$ cat src/rtl/sysarb_pkg.sv
// Shared types and constants for the round-robin Z80 bus arbiter / slave mux.
package sysarb_pkg;

  typedef struct packed {
    logic [15:0] addr;
    logic [7:0]  dmaster;
    logic        rd;
    logic        wr;
    logic        mreq;
    logic        iorq;
    logic        m1;
  } Z80MasterBus;

  typedef struct packed {
    logic [7:0] dslave;
    logic       mwait;
  } Z80SlaveBus;

  typedef enum logic [1:0] {
    ST_IDLE,
    ST_OWNED,
    ST_ACCESS,
    ST_ABORT
  } sysarb_state_e;

  localparam int unsigned WS_W          = 4;
  localparam logic [7:0]  UNMAPPED_DATA = 8'hFF;

  // Index width for n entries, never narrower than one bit.
  function automatic int unsigned idx_w(input int unsigned n);
    return (n > 1) ? $clog2(n) : 1;
  endfunction

endpackage

$ cat src/rtl/sysarb_mux_rr_arbiter.sv
// Combinational round-robin pick: first requester after the last owner, wrapping.
module rr_arbiter
  import sysarb_pkg::*;
#(
  parameter int unsigned N = 2
) (
  input  logic [N-1:0]        req,
  input  logic [idx_w(N)-1:0] last,
  output logic [idx_w(N)-1:0] winner,
  output logic                valid
);

  localparam int unsigned IW = idx_w(N);

  logic [IW-1:0] w_idx;

  always_comb begin
    winner = '0;
    valid  = 1'b0;
    w_idx  = '0;
    for (int unsigned i = 1; i <= N; i++) begin
      w_idx = IW'((32'(last) + i) % N);
      if (!valid && req[w_idx]) begin
        valid  = 1'b1;
        winner = w_idx;
      end
    end
  end

endmodule

$ cat src/rtl/sysarb_mux.sv
// Multi-master Z80 bus arbiter with address-decoded slave select, inserted
// wait states and a stuck-wait timeout.
module sysarb_mux
  import sysarb_pkg::*;
#(
  parameter int unsigned                    MASTER_QTY = 2,
  parameter int unsigned                    SLAVE_QTY  = 4,
  parameter logic [SLAVE_QTY-1:0][15:0]     SLAVE_BASE = '0,
  parameter logic [SLAVE_QTY-1:0][15:0]     SLAVE_MASK = '0,
  parameter logic [SLAVE_QTY-1:0][WS_W-1:0] SLAVE_WS   = '0,
  parameter int unsigned                    TIMEOUT    = 255
) (
  input  logic                              clk,
  input  logic                              reset_n,
  input  Z80MasterBus [MASTER_QTY-1:0]      master_ins,
  input  logic        [MASTER_QTY-1:0]      req,
  input  logic        [MASTER_QTY-1:0]      strobe,
  input  Z80SlaveBus  [SLAVE_QTY-1:0]       slave_ins,
  output logic        [MASTER_QTY-1:0]      gnt,
  output Z80MasterBus                       master_out,
  output logic        [SLAVE_QTY-1:0]       slave_cs,
  output Z80SlaveBus                        slave_out,
  output logic                              decode_miss,
  output logic                              timeout_err
);

  localparam int unsigned   MW     = idx_w(MASTER_QTY);
  localparam int unsigned   SW     = idx_w(SLAVE_QTY);
  localparam int unsigned   TW     = (TIMEOUT > 0) ? $clog2(TIMEOUT + 1) : 1;
  localparam logic [TW-1:0] TO_SAT = (TIMEOUT > 0) ? TW'(TIMEOUT) : {TW{1'b1}};

  sysarb_state_e        r_state, w_state_nxt;
  logic [MW-1:0]        r_owner, w_owner_nxt, w_arb_win;
  logic [MASTER_QTY-1:0] r_gnt, w_gnt_nxt;
  logic [SW-1:0]        r_sel, w_sel_nxt, w_dec_sel;
  logic                 r_hit, w_hit_nxt, w_dec_hit, w_arb_vld;
  logic [WS_W-1:0]      r_ws, w_ws_nxt;
  logic [TW-1:0]        r_to, w_to_nxt, w_to_inc;
  logic                 r_miss, w_miss_nxt, r_terr, w_terr_nxt;
  Z80MasterBus          w_own_bus;
  logic                 w_own_req, w_own_stb, w_mwait;

  assign w_own_bus = master_ins[r_owner];
  assign w_own_req = req[r_owner];
  assign w_own_stb = strobe[r_owner];
  assign w_mwait   = slave_out.mwait;
  assign w_to_inc  = (r_to == TO_SAT) ? r_to : r_to + 1'b1;

  rr_arbiter #(.N(MASTER_QTY)) u_arb (
    .req    (req),
    .last   (r_owner),
    .winner (w_arb_win),
    .valid  (w_arb_vld)
  );

  // Lowest-index region wins when several decode the same address.
  always_comb begin
    w_dec_sel = '0;
    w_dec_hit = 1'b0;
    for (int unsigned s = 0; s < SLAVE_QTY; s++) begin
      if (!w_dec_hit && ((w_own_bus.addr & SLAVE_MASK[s]) == SLAVE_BASE[s])) begin
        w_dec_hit = 1'b1;
        w_dec_sel = SW'(s);
      end
    end
  end

  always_comb begin
    master_out = '0;
    slave_cs   = '0;
    slave_out  = '{dslave: 8'h00, mwait: 1'b1};
    case (r_state)
      ST_OWNED: master_out = w_own_bus;
      ST_ACCESS: begin
        master_out = w_own_bus;
        if (r_hit) begin
          slave_cs[r_sel] = 1'b1;
          slave_out       = slave_ins[r_sel];
          if (r_ws != '0) slave_out.mwait = 1'b0;
        end else begin
          slave_out = '{dslave: UNMAPPED_DATA, mwait: 1'b1};
        end
      end
      ST_ABORT: begin
        master_out = w_own_bus;
        slave_out  = '{dslave: UNMAPPED_DATA, mwait: 1'b1};
      end
      default: ;
    endcase
  end

  always_comb begin
    w_state_nxt = r_state;
    w_owner_nxt = r_owner;
    w_gnt_nxt   = r_gnt;
    w_sel_nxt   = r_sel;
    w_hit_nxt   = r_hit;
    w_ws_nxt    = r_ws;
    w_to_nxt    = r_to;
    w_miss_nxt  = 1'b0;
    w_terr_nxt  = 1'b0;
    case (r_state)
      ST_IDLE: begin
        if (w_arb_vld) begin
          w_state_nxt          = ST_OWNED;
          w_owner_nxt          = w_arb_win;
          w_gnt_nxt            = '0;
          w_gnt_nxt[w_arb_win] = 1'b1;
        end
      end
      ST_OWNED: begin
        if (w_own_stb) begin
          w_state_nxt = ST_ACCESS;
          w_sel_nxt   = w_dec_sel;
          w_hit_nxt   = w_dec_hit;
          w_ws_nxt    = w_dec_hit ? SLAVE_WS[w_dec_sel] : '0;
          w_to_nxt    = '0;
          w_miss_nxt  = !w_dec_hit;
        end else if (!w_own_req) begin
          w_state_nxt = ST_IDLE;
          w_gnt_nxt   = '0;
        end
      end
      ST_ACCESS: begin
        if (r_ws != '0) w_ws_nxt = r_ws - 1'b1;
        if (!w_mwait) w_to_nxt = w_to_inc;
        // A falling strobe takes precedence over a timeout in the same cycle.
        if (!w_own_stb) begin
          w_state_nxt = ST_OWNED;
        end else if ((TIMEOUT != 0) && !w_mwait && (w_to_inc == TO_SAT)) begin
          w_state_nxt = ST_ABORT;
          w_terr_nxt  = 1'b1;
        end
      end
      ST_ABORT: begin
        if (!w_own_stb) w_state_nxt = ST_OWNED;
      end
      default: w_state_nxt = ST_IDLE;
    endcase
  end

  always_ff @(posedge clk or negedge reset_n) begin
    if (!reset_n) begin
      r_state <= ST_IDLE;
      r_owner <= MW'(MASTER_QTY - 1);
      r_gnt   <= '0;
      r_sel   <= '0;
      r_hit   <= 1'b0;
      r_ws    <= '0;
      r_to    <= '0;
      r_miss  <= 1'b0;
      r_terr  <= 1'b0;
    end else begin
      r_state <= w_state_nxt;
      r_owner <= w_owner_nxt;
      r_gnt   <= w_gnt_nxt;
      r_sel   <= w_sel_nxt;
      r_hit   <= w_hit_nxt;
      r_ws    <= w_ws_nxt;
      r_to    <= w_to_nxt;
      r_miss  <= w_miss_nxt;
      r_terr  <= w_terr_nxt;
    end
  end

  assign gnt         = r_gnt;
  assign decode_miss = r_miss;
  assign timeout_err = r_terr;

endmodule

$ cat config.mk
export PLATFORM = sky130hd
export DESIGN_NAME = sysarb_mux
export DESIGN_NICKNAME = d
export VERILOG_FILES = /design/src/rtl/sysarb_pkg.sv /design/src/rtl/sysarb_mux_rr_arbiter.sv /design/src/rtl/sysarb_mux.sv
export SDC_FILE = /design/constraint.sdc
export NUM_CORES = 1
export LEC_CHECK = 0
export CAP_MARGIN = 20
export CORE_ASPECT_RATIO = 0.9
export CORE_UTILIZATION = 35
export DETAILED_ROUTE_END_ITERATION = 16
export PLACE_DENSITY = 0.84
export RECOVER_POWER = 100
export REMOVE_ABC_BUFFERS = 1
export SLEW_MARGIN = 20
export SYNTH_ARGS = -nofsm -noshare
export SYNTH_HDL_FRONTEND = slang
export SYNTH_SLANG_ARGS = --single-unit
$ cat constraint.sdc
create_clock -name clk -period 2.6 [get_ports clk]
set_input_delay 0.52 -clock clk [delete_from_list [all_inputs] [get_ports clk]]
set_output_delay 0.52 -clock clk [all_outputs]
set_load 0.02 [all_outputs]
==> impl_metrics.toml, run 1 <==
[outcome]
status = "completed"

[synthesis]
ys.flop_type = "dfrtp_1"
synth_xor_area_share_pct = 0.888
synth_compound_area_share_pct = 21.2
synthSimpleGateAreaFrac_pct = 22.5
synth_cell_types = 49
ys_async_sr_fraction_pct = 100
ys_ff_latch = 19
netlist_area_um2 = 1970
yosysWarnings = 0
synth_top_family_by_area = "simple AND/OR/NAND/NOR gates"
synth_edf_count = 0
muxShareOfSynthArea_pct = 19.2
synth_cells = 242
synth_area_per_cell_um2 = 8.15
synthAdderAreaFrac_pct = 4.44
synth_seq_area_share_pct = 24.2

[global_routing]
grt.busiest_layer = "met2"
grt_pass1_wl_mm = 9.47
grt_pass1_vias = 2103
grt_use_total_pct = 20.6
grt_max_degree = 36
grt_use_met1_pct = 24.0
use_met3_pct = 5.00
grt.overflow.total = 0
antenna_found_initial = 0
grt_use_met2_pct = 36.9

[sta]
hold_viol = 0
finalSetupViolCount = 0
relSlewSlack_pct = 30.7
rsz0062_at_grt = "no"
finalMaxSlewViolations = 0
clock.fmax_mhz = 397
skew_ns = 0.00407
post-route-period-util_pct = 96.9
finalCriticalPeriod_ns = 2.52
worst_pin_slew_ns = 1.04
setup_tns_ns = 0

[cts]
clkLatencyLatePin_ns = 0.26
cts_tree = "done"
path_clk_slew_ns = 0.07
htreeDepth = 1
clock_path_buffers = 2
cts_root_buffer = "clkbuf_8"
holdBufCountCts = 0
cts_inserted_buffers = 3
clock-sinks = 19

[power_and_ir_drop]
powerDensity_nw_per_um2 = 928
leakagePower_nw = 1.48
ir_drop_mv = 0.528

[final_layout]
fin_cells = 420
syn_to_final_growth_pct = 63.5
layout-drive-gt1-share_pct = 6.80
nNetsFinal = 461
num_antenna_cells = 0
final_util_pct = 60.3

[drt]
drtIter0Drc = 69
dr_total_vias = 2176
avgViaCountPerCell = 5.18
wirelength_mm = 6.03
wl_per_cell_um = 14.4
drtAntennaViolNets = 0
firstDrtPassIters = 4
drc = 0

[worst_setup_path]
path_max_fanout = 21
required_ns = 2.08
crit_chain = "buf_12, mux2i_1, nor2_1, clkdlybuf4s50_1"
r2r_start = "r_to[0]$_DFFE_PN0P_"
cp.arrival_ns = 2.00
critPathCaptureType = "output pin"
slowest_delay_ns = 0.65
crit_family = "buffers and inverters"
critPathSlowestCell = "dfstp_2"
critPathLaunch = "r_owner$_DFFE_PN1P_"
crit_buf_inv = 2
path_class = "reg2out"
worstSetupStartpointType = "register"

[floorplan]
dieArea_um2 = 5940
row_count = 25
die_h_um = 73.2
design.portCount = 146
initial_core_util_pct = 36.9
coreArea_um2 = 5350
die_x_um = 81.1

[place]
port_buffers = 114
finalWeightedCongestion = 0.852
dp.cells = 416
dpl.hpwl_mm = 4.96

[worst_hold_path]
worstHoldPathType = "reg2reg"
min_from = "r_ws[1]$_DFFE_PN0P_"

[job]
max_cap_viol_count = 0
==> stage by stage <==
| stage | hold WS (ns) | worst slack, ns | cell area, um2 | total power [mW] |
|---|---|---|---|---|
| 3_3_place_gp | 0.460 | -0.0581 | 3220 | 2.83 |
| 5_1_grt | 0.519 | 0.00107 | 3220 | 3.19 |
| 3_5_place_dp | 0.464 | -0.0584 | 3220 | 2.86 |
| 2_1_floorplan | 0.224 | 0.104 | 1880 | 1.74 |
| 4_1_cts | 0.480 | 0.0497 | 3270 | 3.08 |
| 6_report | 0.478 | 0.0804 | 3220 | 2.99 |
==> state kept, by name, summed over array words and instances (netlist names) <==
signal,cells
r_ws,4
r_to,8
timeout_err,1
r_state,2
r_hit,1
r_owner,1
gnt,2
==> cell usage after synthesis, types with 3 or more instances <==
cell	number	area [um2]
a31oi_1	3	18.8
inv_1	11	41.3
dfrtp_1	18	450
nor3_1	3	15.0
nand2b_1	9	56.3
nand3_1	9	45.0
a21o_1	12	90.1
a211oi_1	4	30.0
and3_1	4	25.0
mux2i_1	33	330
nand2_1	13	48.8
a21oi_1	6	30.0
o21ai_0	5	25.0
nor2_1	34	128
mux2_2	3	33.8
a22o_1	3	26.3
buf_4	4	30.0
a22oi_1	3	22.5
clkbuf_1	16	60.1
ha_1	7	87.6
nand4_1	6	37.5
==> placed cells by master, fill, tap and decap left out, drive strengths merged, types with 3 or more instances in the layout <==
cell,instances
clkdlybuf4s50,103
nor2,35
mux2i,34
dfrtp,18
nand2,13
a21o,12
inv,11
clkbuf,10
nand2b,9
nand3,9
buf,9
ha,7
nand4,6
o21ai,6
a21oi,6
dlygate4sd3,5
and3,4
a211oi,4
conb,4
a22oi,3
nor3,3
a31oi,3
a22o,3
mux2,3
a31o,3
==> power breakdown <==
part / internal (mW) / total, mW / switching (mW)
Combinational: 1.11 / 2.37 / 1.26
Sequential: 0.346 / 0.413 / 0.0666
Clock: 0.109 / 0.208 / 0.0988
Total: 1.56 / 2.99 / 1.43
==> worst paths after layout <==
kind                                     endpoint  slack [ns]  cells past startpoint
max in group asynchronous     r_ws[2]$_DFFE_PN0P_        1.02                      2
setup / recovery                    master_out[0]        0.08                      4
setup reg to reg           r_state[0]$_DFFE_PN0P_        0.26                      6
hold / removal                r_ws[1]$_DFFE_PN0P_        0.48                      2
min in group asynchronous     r_to[4]$_DFFE_PN0P_        0.96                      2
hold reg to reg               r_ws[1]$_DFFE_PN0P_        0.48                      2
==> area by class of cell <==
| type | count | area [um2] |
|---|---|---|
| Clock buffer | 4 | 45.0 |
| Fill cell | 458 | 2130 |
| Inverter | 11 | 41.3 |
| Multi-Input combinational cell | 193 | 1350 |
| Sequential cell | 19 | 477 |
| Tap cell | 67 | 83.8 |
| Timing Repair Buffer | 126 | 1230 |
==> routing by layer <==
metal	routed length (um)	vias up	part of all wire, %
li1	-	1085	-
met3	389	8	6.5
met5	0	-	0
met4	97	0	1.6
met2	3110	84	52
met1	2440	999	40
==> worst min-delay path, delay by kind of cell (launching register included) <==
kind               cells  cell delay (ns)
AOI/OAI and AO/OA      1             0.05
DFF                    1             0.35
and+or+nand+nor        1             0.05
==> logic make-up (layout without fill, tap and decap cells) <==
kind of cell | after synthesis | after routing
multiplexers | 37 | 37
other | 1 | 4
AO/OA/AOI/OAI | 53 | 53
flip-flops | 19 | 19
adder cells (fa/ha/maj) | 7 | 7
XOR/XNOR | 2 | 2
AND/OR/NAND/NOR | 90 | 90
buffers and inverters | 33 | 141
==> what timing repair did <==
action                     in CTS  in global routing
resized for setup               2                  5
setup buffers                   0                  0
setup endpoints to repair       1                  5
(Power assumes the default switching activity.)
==> run 2: changes to the inputs <==
--- a/config.mk
+++ b/config.mk
@@ -10,7 +10,7 @@
 export CORE_UTILIZATION = 35
 export DETAILED_ROUTE_END_ITERATION = 16
 export PLACE_DENSITY = 0.84
-export RECOVER_POWER = 100
+export RECOVER_POWER = 50
 export REMOVE_ABC_BUFFERS = 1
 export SLEW_MARGIN = 20
 export SYNTH_ARGS = -nofsm -noshare
==> run 2 against run 1 <==
Net effect:
- wire length grew 0.17%
- sequential share of layout area shrank 0.057 points
- clock power about the same
- design area up 0.39%
- critical path type unchanged
- worst setup slack is essentially flat
- largest cell class unchanged
- final cell count is the same
- die area unchanged
- maximum frequency is essentially flat
==> impl_metrics.toml, run 2 (synthesis results as in run 1) <==
[final_layout]
largest-register = "r_to"
most-common-layout-cells = "clkdlybuf4s50_1, nor2_1, mux2i_1, dfrtp_1, nand2_1"
final_util_pct = 60.5
fin_cells = 420
syn_to_final_growth_pct = 64.1
mostFrequentLayoutCell = "clkdlybuf4s50_1"
top_regs = "r_to (8), r_ws (4)"
fill_cells = 456
largest_register_ffs = 8
num_antenna_cells = 0
layout-drive-gt1-share_pct = 6.80
nNetsFinal = 461

[worst_setup_path]
critPathCaptureType = "output pin"
required_ns = 2.08
critPathLaunch = "r_owner$_DFFE_PN1P_"
reg2reg_slack_ns = 0.34
path_max_fanout = 21
reg2reg_depth = 6
worstSetupStartpointType = "register"
r2r_start = "r_to[0]$_DFFE_PN0P_"
timing.rr.end = "r_state[0]$_DFFE_PN0P_"
path_class = "reg2out"
cp.arrival_ns = 2.00
crit_end = "master_out[0]"

[cts]
clkLatencyLatePin_ns = 0.26
clock-sinks = 19
clock_path_buffers = 2
path_clk_slew_ns = 0.07
cts_setup_buffers = 0
htreeDepth = 1
cts_inserted_buffers = 3
cts_root_buffer = "clkbuf_8"
cts_tree = "done"

[outcome]
status = "completed"

[floorplan]
coreArea_um2 = 5350
design.portCount = 146
row_count = 25
die_x_um = 81.1
dieArea_um2 = 5940
die_h_um = 73.2
initial_core_util_pct = 36.9

[drt]
firstDrtPassIters = 4
wl_per_cell_um = 14.4
dr_total_vias = 2184
drtAntennaViolNets = 0
avgViaCountPerCell = 5.20
wirelength_mm = 6.04
drc = 0
drtIter0Drc = 66

[worst_hold_path]
worstHoldPathType = "reg2reg"

[place]
dpl.hpwl_mm = 4.96
finalWeightedCongestion = 0.852
dp.cells = 416
port_buffers = 114

[sta]
post-route-period-util_pct = 96.9
relSlewSlack_pct = 30.6
worst_pin_slew_ns = 1.04
clock.fmax_mhz = 397
finalSetupViolCount = 0
finalCriticalPeriod_ns = 2.52
hold_viol = 0
finalMaxSlewViolations = 0
skew_ns = 0.00438
rsz0062_at_grt = "no"
setup_tns_ns = 0

[power_and_ir_drop]
leakagePower_nw = 1.48
powerDensity_nw_per_um2 = 924
p_total_mw = 2.99
ir_drop_mv = 0.529

[global_routing]
grt_max_degree = 36
grt_pass1_vias = 2103
grt_use_total_pct = 20.6
grt_pass1_wl_mm = 9.47
antenna_found_initial = 0
grt.overflow.total = 0

[job]
max_cap_viol_count = 0
## run 2: changes by cell type in the layout (fill, tap and decap cells not counted), sizes merged
| cell | before | now |
|---|---|---|
| dlygate4sd3 | 5 | 4 |
| clkdlybuf4s50 | 103 | 104 |
## run 2: power by group
group | internal (mW) | total, mW | switching (mW)
logic | 1.11 | 2.37 | 1.26
clock network | 0.109 | 0.208 | 0.0993
registers | 0.346 | 0.413 | 0.0663
## run 2: worst min-delay path by stage
stage	from	to	slack (ns)	cells after the start
final	r_ws[1]$_DFFE_PN0P_	r_ws[1]$_DFFE_PN0P_	0.48	2
after global routing	r_ws[1]$_DFFE_PN0P_	r_ws[1]$_DFFE_PN0P_	0.52	2
after CTS	r_ws[1]$_DFFE_PN0P_	r_ws[1]$_DFFE_PN0P_	0.48	2
after detailed placement	r_ws[1]$_DFFE_PN0P_	r_ws[1]$_DFFE_PN0P_	0.46	2
after global placement	r_ws[1]$_DFFE_PN0P_	r_ws[1]$_DFFE_PN0P_	0.46	2
after floorplan	reset_n	gnt[0]$_DFFE_PN0P_	0.22	0
## run 2: repair_timing
action,4_1_cts,5_1_grt
endpoints found under the setup margin,1,5
gates cloned,0,0
gates resized for setup,2,5
hold buffers,0,0
## run 2: layer usage
metal | up-vias | GRT usage (%) | wire [um]
met5 | - | 0 | 0
met4 | 0 | 6.55 | 97
met3 | 8 | 5.00 | 397
met2 | 89 | 36.9 | 3120
met1 | 1001 | 24.0 | 2430
li1 | 1086 | - | -
## run 2: worst max-delay path, cell delays in order (launching register included)
cell,delay (ns)
dfstp_2,0.66
buf_12,0.22
mux2i_1,0.24
nor2_1,0.06
clkdlybuf4s50_1,0.56
## run 2: layout make-up
cell class,instances,area (um2),share of cell area [%]
inverters,11,41.3,1.28
flip-flops and latches,19,477,14.7
multi-input cells,193,1360,42.0
well taps,67,83.8,2.59
repair buffers,126,1230,38.0
clock buffers,4,45.0,1.39
## run 2: through the flow
stage	setup slack (ns)	hold slack (ns)	cell area, um2
floorplan	0.104	0.224	1880
CTS	0.0497	0.480	3270
global placement	-0.0581	0.460	3220
global route	0.00107	0.519	3240
detailed placement	-0.0584	0.464	3220
finish	0.0799	0.478	3240
==> RTL edit: new RTL, settings of run 1 <==
The parameter `MASTER_QTY` goes from 2 to 1.
--- a/src/rtl/sysarb_mux.sv
+++ b/src/rtl/sysarb_mux.sv
@@ -3,7 +3,7 @@
 module sysarb_mux
   import sysarb_pkg::*;
 #(
-  parameter int unsigned                    MASTER_QTY = 2,
+  parameter int unsigned                    MASTER_QTY = 1,
   parameter int unsigned                    SLAVE_QTY  = 4,
   parameter logic [SLAVE_QTY-1:0][15:0]     SLAVE_BASE = '0,
   parameter logic [SLAVE_QTY-1:0][15:0]     SLAVE_MASK = '0,
Ports: changed (resized gnt, master_ins, req and strobe); port bits go from 146 to 114. The function was not compared with the original's and may differ.
==> RTL edit against run 1 <==
- global-route usage is 1.0 points lower
- die area is 19% lower
- sequential cell count is 2 lower
- worst setup slack worse by 0.011 ns
- cell count is 20% lower
- wire length is 24% lower
- non-clock buffer count is 39 lower
- cell area is 24% lower
- clock skew is 0.0027 ns lower
- total power is 36% lower
- area after synthesis is 19% lower
- critical path type unchanged
- largest cell class unchanged
==> RTL edit: results (changes against run 1) <==
Status
Result of the run: complete, no violations (unchanged).

Place
The worst-case setup slack after placement is 0.1765 ns (was -0.05842 ns). The number of buffers added on ports is 82 (was 114).

Detailed routing
The met3 layer wire length in the routed design is 123 um (was 389 um). The post-detailed-route wirelength per cell is 13.80 um (was 14.35 um). The via count is 1654 (was 2176). The violation count after the first detailed-route iteration came to 93 (was 69). The mean number of vias per cell was 4.952 (was 5.181). The length of routed wiring on met1 is 2.092 mm (was 2.436 mm).

Final layout
The fraction of layout cells with a size suffix above 1 is 6.204% (was 6.799%). The sequential cell area in the final layout was 425.4 um^2 (was 476.7 um^2). The multi-input combinational gate total is 155 (was 193). The proportion of final cell area spent on non-clock buffers is 34.44% (was 38.16%). The clock tree cell share of total cell area was 1.834% (was 1.398%). Largest regs: r_to: 8 flops, r_ws: 4 flops, r_state: 2 flops (was r_to: 8 flops, r_ws: 4 flops). The final-stage net count came to 351 (was 461).

Pwr
The cell-internal power is 1.008 mW (was 1.564 mW). The share of total power in sequential cells was 16.8% (was 13.8%). The portion of total power attributed to combinational logic came to 72.9% (was 79.2%).

The leakage component of the power is 1.073 nW (was 1.480 nW).

Synthesis
The leading cell type by number of instances after synthesis is nor2b_1 (was nor2_1). Synth area leaders: dfrtp_1, nor2b_1, ha_1, a21oi_1, a21o_1 (was dfrtp_1, mux2i_1, nor2_1, a21o_1, ha_1). The synthesized flop and latch total is 17 (was 19). The number of standard cells after synthesis is 196 (was 242).

Clock tree
The total of cells resized after clock tree synthesis is 0 (was 2).

Worst setup path
The origin of the critical flop-to-flop path is r_to[1] (was r_to[0]). The stage delay of the slowest cell on the critical path came to 0.56 ns (was 0.65 ns). The worst flop-to-flop path endpoint is r_state[1] (was r_state[0]).

The critical-path maximum fanout is 4 (was 21). The worst-path cell with the longest stage delay is clkdlybuf4s50_1 (was dfstp_2).

GRT
The met1 demand-to-capacity share in global routing is 25.82% (was 23.95%). The met2 track demand over resource was 33.91% (was 36.88%). The maximum number of pins on one net before global-route repair is 33 (was 36).

The via count of the first global-routing pass is 1509 (was 2103). The global-route met3 utilization is 3.811% (was 5.000%).

Timing
The slew at the pin closest to its max-slew limit is 0.7785 ns (was 1.039 ns).

Min path
The startpoint of the lowest-slack hold path is r_to[7] (was r_ws[1]).
==> RTL edit: logic make-up after synthesis <==
family | Yosys count | synth area share [%]
flip-flops | 17 | 26.67
multiplexers | 3 | 1.882
buffers and inverters | 27 | 9.489
other | 1 | 0.2351
adder cells (fa/ha/maj) | 7 | 5.490
AND/OR/NAND/NOR | 88 | 33.73
AO/OA/AOI/OAI | 53 | 22.51
==> RTL edit: worst max-delay path by stage <==
stage                     cells after the start          from            to  slack (ns)
after CTS                                     5       r_ws[0]  slave_out[0]        0.07
after global placement                        4  slave_ins[5]  slave_out[5]        0.19
after detailed placement                      4  slave_ins[5]  slave_out[5]        0.18
final                                         5       r_ws[0]  slave_out[0]        0.07
after floorplan                               7    r_state[0]       r_to[1]        0.26
after global routing                          5    r_state[0]  slave_out[8]       0.009
==> RTL edit: stage by stage <==
step                hold WS (ns)  area, um^2
finish                    0.5478        2456
global route              0.5884        2456
CTS                       0.5427        2475
detailed placement        0.5201        2430
global placement          0.5153        2430
floorplan                 0.2244        1496
